<file path="config.mk">
export PLATFORM = sky130hd
export DESIGN_NAME = branch_predict_unit_flat
export DESIGN_NICKNAME = d
export VERILOG_FILES = /design/src/rtl/branch_pkg.sv /design/src/rtl/branch_predict_unit_if.sv /design/src/rtl/sat_counter.sv /design/src/rtl/branch_predict_unit.sv /design/src/flat_wrapper.sv
export SDC_FILE = /design/constraint.sdc
export NUM_CORES = 2
export LEC_CHECK = 0
export BUFFER_PORTS_ARGS = -buffer_cell sky130_fd_sc_hd__buf_2
export CORE_AREA = 2 2 374 376
export CTS_CLUSTER_DIAMETER = 120
export DETAILED_ROUTE_END_ITERATION = 10
export DIE_AREA = 0 0 376 378
export PLACE_DENSITY_LB_ADDON = 0.25
export SLEW_MARGIN = 20
export SYNTH_ARGS = -nofsm -noshare
export SYNTH_HDL_FRONTEND = slang
export SYNTH_SLANG_ARGS = --single-unit
</file>
<file path="constraint.sdc">
create_clock -name clk -period 5.9 [get_ports clk]
set_input_delay 1.18 -clock clk [delete_from_list [all_inputs] [get_ports clk]]
set_output_delay 1.18 -clock clk [all_outputs]
set_load 0.005 [all_outputs]
</file>
<file path="src/rtl/branch_pkg.sv">
// branch_pkg: shared types and helpers for the branch predict unit
//   PC_INC     - sequential fetch increment
//   btb_entry_t - one BTB entry; tag and counter are held at full word width
//                 so the struct stays independent of the unit's parameters
//   sat_update - saturating step of a direction counter towards taken/not-taken
package branch_pkg;
   localparam logic [31:0] PC_INC = 32'd4;
   typedef struct packed {
      logic        valid;
      logic [31:0] tag;
      logic [31:0] target;
      logic [31:0] ctr;
   } btb_entry_t;
   function automatic logic [31:0] sat_update(input logic [31:0] ctr, input logic taken, input logic [31:0] max);
      return taken ? ((ctr >= max) ? max : ctr + 32'd1) : ((ctr == 32'd0) ? 32'd0 : ctr - 32'd1);
   endfunction
endpackage

</file>
<file path="src/rtl/branch_predict_unit_if.sv">
// branch_predict_unit_if: fetch lookup, execute resolve and statistics bundle
//   master - pipeline side: drives F_PC and Ex_*, observes predictions/redirect/stats
//   slave  - predictor side
interface branch_predict_unit_if #(parameter int PC_W = 9, parameter int STAT_W = 32);
   logic [PC_W-1:0]   F_PC;
   logic              Pred_Hit;
   logic              Pred_Taken;
   logic [31:0]       Pred_Target;
   logic              Ex_Valid;
   logic              Ex_IsBranch;
   logic              Ex_IsJump;
   logic [PC_W-1:0]   Ex_PC;
   logic              Ex_Taken;
   logic [31:0]       Ex_Target;
   logic              Ex_PredTaken;
   logic [31:0]       Ex_PredTarget;
   logic              Mispredict;
   logic [31:0]       Redirect_PC;
   logic [STAT_W-1:0] Stat_Branches;
   logic [STAT_W-1:0] Stat_Mispredicts;
   modport master (
      output F_PC, Ex_Valid, Ex_IsBranch, Ex_IsJump, Ex_PC, Ex_Taken, Ex_Target, Ex_PredTaken, Ex_PredTarget,
      input  Pred_Hit, Pred_Taken, Pred_Target, Mispredict, Redirect_PC, Stat_Branches, Stat_Mispredicts
   );
   modport slave (
      input  F_PC, Ex_Valid, Ex_IsBranch, Ex_IsJump, Ex_PC, Ex_Taken, Ex_Target, Ex_PredTaken, Ex_PredTarget,
      output Pred_Hit, Pred_Taken, Pred_Target, Mispredict, Redirect_PC, Stat_Branches, Stat_Mispredicts
   );
endinterface

</file>
<file path="src/rtl/sat_counter.sv">
// sat_counter: CTR_W-bit saturating up/down step of a direction counter
//   ctr   - current value (zero-extended to 32 bits)
//   taken - 1 increments towards 2^CTR_W-1, 0 decrements towards 0
//   nxt   - next value
module sat_counter
   import branch_pkg::*;
#(
   parameter int CTR_W = 2
) (
   input  logic [31:0] ctr,
   input  logic        taken,
   output logic [31:0] nxt
);
   localparam logic [31:0] CMAX = (32'd1 << CTR_W) - 32'd1;
   assign nxt = sat_update(ctr, taken, CMAX);
endmodule

</file>
<file path="src/rtl/branch_predict_unit.sv">
// branch_predict_unit: direct-mapped BTB with saturating direction counters
//   clk, reset - clock and synchronous active-high reset
//   bus        - fetch lookup (F_PC -> Pred_*), execute resolve (Ex_* -> Mispredict,
//                Redirect_PC, table update) and saturating statistics
module branch_predict_unit
   import branch_pkg::*;
#(
   parameter int PC_W    = 9,
   parameter int ENTRIES = 16,
   parameter int CTR_W   = 2,
   parameter int STAT_W  = 32
) (
   input logic                  clk,
   input logic                  reset,
   branch_predict_unit_if.slave bus
);
   localparam int IDX_W = $clog2(ENTRIES);
   localparam int TAG_W = PC_W - IDX_W - 2;
   localparam logic [31:0] CMAX = (32'd1 << CTR_W) - 32'd1;
   localparam logic [31:0] HALF = 32'd1 << (CTR_W - 1);
   generate
      if (TAG_W < 1 || CTR_W < 1 || CTR_W > 31 || ENTRIES < 2 || (1 << IDX_W) != ENTRIES) begin : g_bad_cfg
         $error("branch_predict_unit: illegal PC_W/ENTRIES/CTR_W combination");
      end
   endgenerate
   btb_entry_t        tbl [ENTRIES];
   btb_entry_t        fe;
   logic [IDX_W-1:0]  f_idx, ex_idx;
   logic [31:0]       f_tag, ex_tag, ctr_nxt;
   logic              f_hit, ex_hit, active, act, jump, mp;
   logic [STAT_W-1:0] stat_br, stat_mp;
   always_comb begin
      f_idx  = bus.F_PC[IDX_W+1:2];
      f_tag  = 32'(bus.F_PC[PC_W-1:IDX_W+2]);
      ex_idx = bus.Ex_PC[IDX_W+1:2];
      ex_tag = 32'(bus.Ex_PC[PC_W-1:IDX_W+2]);
      fe     = tbl[f_idx];
      f_hit  = fe.valid && fe.tag == f_tag;
      ex_hit = tbl[ex_idx].valid && tbl[ex_idx].tag == ex_tag;
      jump   = bus.Ex_IsJump;
      act    = jump || bus.Ex_Taken;
      active = bus.Ex_Valid && (bus.Ex_IsBranch || jump);
      mp     = active && (act != bus.Ex_PredTaken || (act && bus.Ex_PredTarget != bus.Ex_Target));
   end
   // counter MSB test done as a compare so every stored counter bit participates
   assign bus.Pred_Hit         = f_hit;
   assign bus.Pred_Taken       = f_hit && fe.ctr >= HALF;
   assign bus.Pred_Target      = f_hit ? fe.target : 32'(bus.F_PC) + PC_INC;
   assign bus.Mispredict       = mp;
   assign bus.Redirect_PC      = !mp ? 32'd0 : act ? bus.Ex_Target : 32'(bus.Ex_PC) + PC_INC;
   assign bus.Stat_Branches    = stat_br;
   assign bus.Stat_Mispredicts = stat_mp;
   sat_counter #(.CTR_W(CTR_W)) u_ctr (
      .ctr   (tbl[ex_idx].ctr),
      .taken (act),
      .nxt   (ctr_nxt)
   );
   always_ff @(posedge clk) begin
      if (reset) begin
         for (int i = 0; i < ENTRIES; i++) tbl[i] <= '0;
         stat_br <= '0;
         stat_mp <= '0;
      end else if (active) begin
         if (ex_hit) begin
            tbl[ex_idx].ctr <= jump ? CMAX : ctr_nxt;
            if (act) tbl[ex_idx].target <= bus.Ex_Target;
         end else if (act) begin
            tbl[ex_idx] <= '{valid: 1'b1, tag: ex_tag, target: bus.Ex_Target, ctr: jump ? CMAX : HALF};
         end
         stat_br <= stat_br + STAT_W'(stat_br != '1);
         stat_mp <= stat_mp + STAT_W'(mp && stat_mp != '1);
      end
   end
   // branch and jump together is illegal; the jump path above wins regardless
   a_branch_jump_excl: assert property (@(posedge clk) disable iff (reset)
      bus.Ex_Valid |-> !(bus.Ex_IsBranch && bus.Ex_IsJump));
endmodule

</file>
<file path="src/flat_wrapper.sv">
// flat-port wrapper written by rule: the top's interface ports become plain ports
module branch_predict_unit_flat import branch_pkg::*;
#(
   parameter int PC_W    = 9,
   parameter int ENTRIES = 16,
   parameter int CTR_W   = 2,
   parameter int STAT_W  = 32
)
  (clk, reset, bus_F_PC, bus_Ex_Valid, bus_Ex_IsBranch, bus_Ex_IsJump, bus_Ex_PC, bus_Ex_Taken, bus_Ex_Target, bus_Ex_PredTaken, bus_Ex_PredTarget, bus_Pred_Hit, bus_Pred_Taken, bus_Pred_Target, bus_Mispredict, bus_Redirect_PC, bus_Stat_Branches, bus_Stat_Mispredicts);
  branch_predict_unit_if #(.PC_W(PC_W), .STAT_W(STAT_W)) bus_i ();
  input logic clk;
  input logic reset;
  input wire logic [$bits(bus_i.F_PC)-1:0] bus_F_PC;
  input wire logic [$bits(bus_i.Ex_Valid)-1:0] bus_Ex_Valid;
  input wire logic [$bits(bus_i.Ex_IsBranch)-1:0] bus_Ex_IsBranch;
  input wire logic [$bits(bus_i.Ex_IsJump)-1:0] bus_Ex_IsJump;
  input wire logic [$bits(bus_i.Ex_PC)-1:0] bus_Ex_PC;
  input wire logic [$bits(bus_i.Ex_Taken)-1:0] bus_Ex_Taken;
  input wire logic [$bits(bus_i.Ex_Target)-1:0] bus_Ex_Target;
  input wire logic [$bits(bus_i.Ex_PredTaken)-1:0] bus_Ex_PredTaken;
  input wire logic [$bits(bus_i.Ex_PredTarget)-1:0] bus_Ex_PredTarget;
  output wire logic [$bits(bus_i.Pred_Hit)-1:0] bus_Pred_Hit;
  output wire logic [$bits(bus_i.Pred_Taken)-1:0] bus_Pred_Taken;
  output wire logic [$bits(bus_i.Pred_Target)-1:0] bus_Pred_Target;
  output wire logic [$bits(bus_i.Mispredict)-1:0] bus_Mispredict;
  output wire logic [$bits(bus_i.Redirect_PC)-1:0] bus_Redirect_PC;
  output wire logic [$bits(bus_i.Stat_Branches)-1:0] bus_Stat_Branches;
  output wire logic [$bits(bus_i.Stat_Mispredicts)-1:0] bus_Stat_Mispredicts;
  assign bus_i.F_PC = bus_F_PC;
  assign bus_i.Ex_Valid = bus_Ex_Valid;
  assign bus_i.Ex_IsBranch = bus_Ex_IsBranch;
  assign bus_i.Ex_IsJump = bus_Ex_IsJump;
  assign bus_i.Ex_PC = bus_Ex_PC;
  assign bus_i.Ex_Taken = bus_Ex_Taken;
  assign bus_i.Ex_Target = bus_Ex_Target;
  assign bus_i.Ex_PredTaken = bus_Ex_PredTaken;
  assign bus_i.Ex_PredTarget = bus_Ex_PredTarget;
  assign bus_Pred_Hit = bus_i.Pred_Hit;
  assign bus_Pred_Taken = bus_i.Pred_Taken;
  assign bus_Pred_Target = bus_i.Pred_Target;
  assign bus_Mispredict = bus_i.Mispredict;
  assign bus_Redirect_PC = bus_i.Redirect_PC;
  assign bus_Stat_Branches = bus_i.Stat_Branches;
  assign bus_Stat_Mispredicts = bus_i.Stat_Mispredicts;
  branch_predict_unit #(.PC_W(PC_W), .ENTRIES(ENTRIES), .CTR_W(CTR_W), .STAT_W(STAT_W)) u_core (.clk(clk), .reset(reset), .bus(bus_i));
endmodule
</file>
==> metrics <==
Rel. slew slack 24.0%; Mapped Area approximately 55000 sq um; vias in the first global route 34500; CP Cell Sequence buf_2 > xor2_1 > nor4_1 > nand4_1 > nor4_1 > nand4_1 > o211ai_1 > buf_4 > a211oi_1 > buf_2; area leader, netlist edfxtp_1; CP Class input port to primary output; fin crit share 95.0%; CP max FO 10; fin util 44.9%; top cells by count, synth edfxtp_1, nor2_1, and2_1, mux4_2, clkbuf_1; critical path arrival 4.43 ns; IO buf count 219; first-pass GRT wire length 249000 um; Worst EP required 4.72 ns; largest net degree at the start of global routing 102; CTS Buffer Depth 3; synthesized area per cell 14.0 sq um; Main synth FF type edfxtp_1; Detailed Route WL 174000 um; initial DRC count around 4700; endpoints failing setup 0; PwrDens 295 nW/um^2; Resized Gates After CTS 0; initial antenna violation count 9; hpwl dp between 100000 and 150000 um; Worst Hold Class flop to flop; Layout Cells excl Fill 6028; Area Overhead vs Synth 13.5%; CTS tree yes; GRT overflow 0; RSZ-0062 raised after global routing false; yosys warns 0; Startpoint Class input port; IO Count 220; Clk Tree Root Cell clkbuf_16; Die ar. 142000 sq um; diode count 0; final slew viol count 0; power after layout 0.0184 W; slowest cell on the critical path nor4_1; max frequency 178 MHz; WHS 0.482 ns; max-cap violation count 0; clock-pin transition on the worst setup and hold timing paths 0.06 ns; Num Clock Sinks roughly 1200; post-synth top area share 58.7%; total negative slack 0 ns; Tot GR Track Use 24.3%; Seq/Total Area, Yosys 61.6%; Chip Height 378 um; Post-synth EDFFs ~1100; routed len/inst 28.9 um; GPL Wtd Cong approximately 0.9; outcome finished, final reports clean; Initial Util approximately 40%; DRC 0; layout cells sized above 1 23.7%; H-Tree Depth 3; number of buffers added for setup after CTS 0; Tmin final 5.61 ns; cell row count 137; Largest stage delay, worst path ~0.59 ns; Async S/R FF share, synth 0%; Worst-Skew Late Latency 0.76 ns; dpl cells a little under 6000; drt pass-1 iters 5; antenna viol nets, final 0; most frequent cell after synthesis edfxtp_1; Final Skew 0.0463 ns; DR vias/cell 5.83; CP top delay family simple AND/OR/NAND/NOR gates; Final Hold Viols 0; R2R Setup Slk 1.96 ns; Lkg Pwr 21.9 nW; #FFs+latches synth between 1000 and 1500; Nets 4221; core box area 139000 sq um; critical path capture point type primary output; Cells after Synth 3924; Inserted Clock Buffers 120; worst slew pin tran around 1.1 ns; Synth cell types 82; CP bufs+invs 3; Max IR drop VDD 0.238 mV; syn_nets between 4000 and 5000; CTS Hold Bufs 0; Die Wd 376 um; via count approximately 35000; main area contributors after synthesis edfxtp_1, mux4_2, and2_1
-- worst paths after layout --
kind / from / endpoint / cells past startpoint
max: bus_Ex_Target[7] / bus_Redirect_PC[4] / 10
min: u_core.tbl[8][67] / u_core.tbl[8][67] / 1
max reg2reg: u_core.tbl[3][27] / u_core.tbl[14][2] / 9
min reg2reg: u_core.tbl[8][67] / u_core.tbl[8][67] / 1
-- stage by stage --
step | worst slack, ns | instance area (sq um)
floorplan | 0.507 | 54800
global placement | 0.388 | 58500
detailed placement | 0.322 | 58500
CTS | 0.317 | 62200
global route | 0.267 | 62200
finish | 0.293 | 62200
-- layout by cell type (no fill, tap or decap), types with 11 or more instances in the layout --
cell and count:
xnor2_1 49, nand3_1 46, dfxtp_1 80, clkinv_2 18, nand4_1 45, buf_4 160, a21o_1 17, nor3_1 36
clkinv_1 31, and3_1 14, a21oi_1 53, nand2_1 116, buf_12 23, and3_2 16, o2111ai_2 16, a22oi_1 42
nor4_1 99, and2_1 586, o21ai_0 13, or2_1 14, ha_1 11, nor2b_1 44, xor2_1 74, or2_2 25
edfxtp_1 1072, clkbuf_1 35, buf_2 212, inv_1 14, clkbuf_16 121, mux4_2 330, nor2_1 619
-- layer usage --
layer  vias to the layer above  part of all wire, %  global-route usage (%)
met3                       239                  8.8                    4.31
met4                         6                  2.4                    6.42
met2                      1712                   47                    38.6
li1                      15000                    -                       -
met1                     18200                   42                    34.6
met5                         -                0.022                       0
-- sequential cells by signal, summed over array words and instances (netlist names) --
signal	flops
u_core.bus.Stat_Branches	32
u_core.tbl	1088
u_core.bus.Stat_Mispredicts	32
-- layout make-up --
| class | instances | area, sq um |
|---|---|---|
| clock buffer | 160 | 3210 |
| tap | 1807 | 2260 |
| clock inverter | 62 | 487 |
| multi-input combinational | 2433 | 19600 |
| sequential | 1152 | 33800 |
| timing repair buffer | 399 | 2780 |
| fill | 12400 | 76300 |
| inverter | 15 | 56.3 |
-- cells by family (layout without fill, tap and decap cells) --
family | after synthesis | count (layout) | share of synthesized area [%]
flip-flops | 1152 | 1152 | 61.6
XOR/XNOR | 123 | 123 | 1.96
adder cells (fa/ha/maj) | 11 | 11 | 0.251
multiplexers | 343 | 343 | 13.8
buffers and inverters | 339 | 636 | 2.86
AND/OR/NAND/NOR | 1756 | 1756 | 16.9
AO/OA/AOI/OAI | 200 | 200 | 2.61
-- power breakdown --
group          switching [W]  internal (W)
clock network        0.00326       0.00399
logic                0.00108      0.000643
registers           0.000148       0.00926
Note: power is estimated with default switching activity, not from simulation.
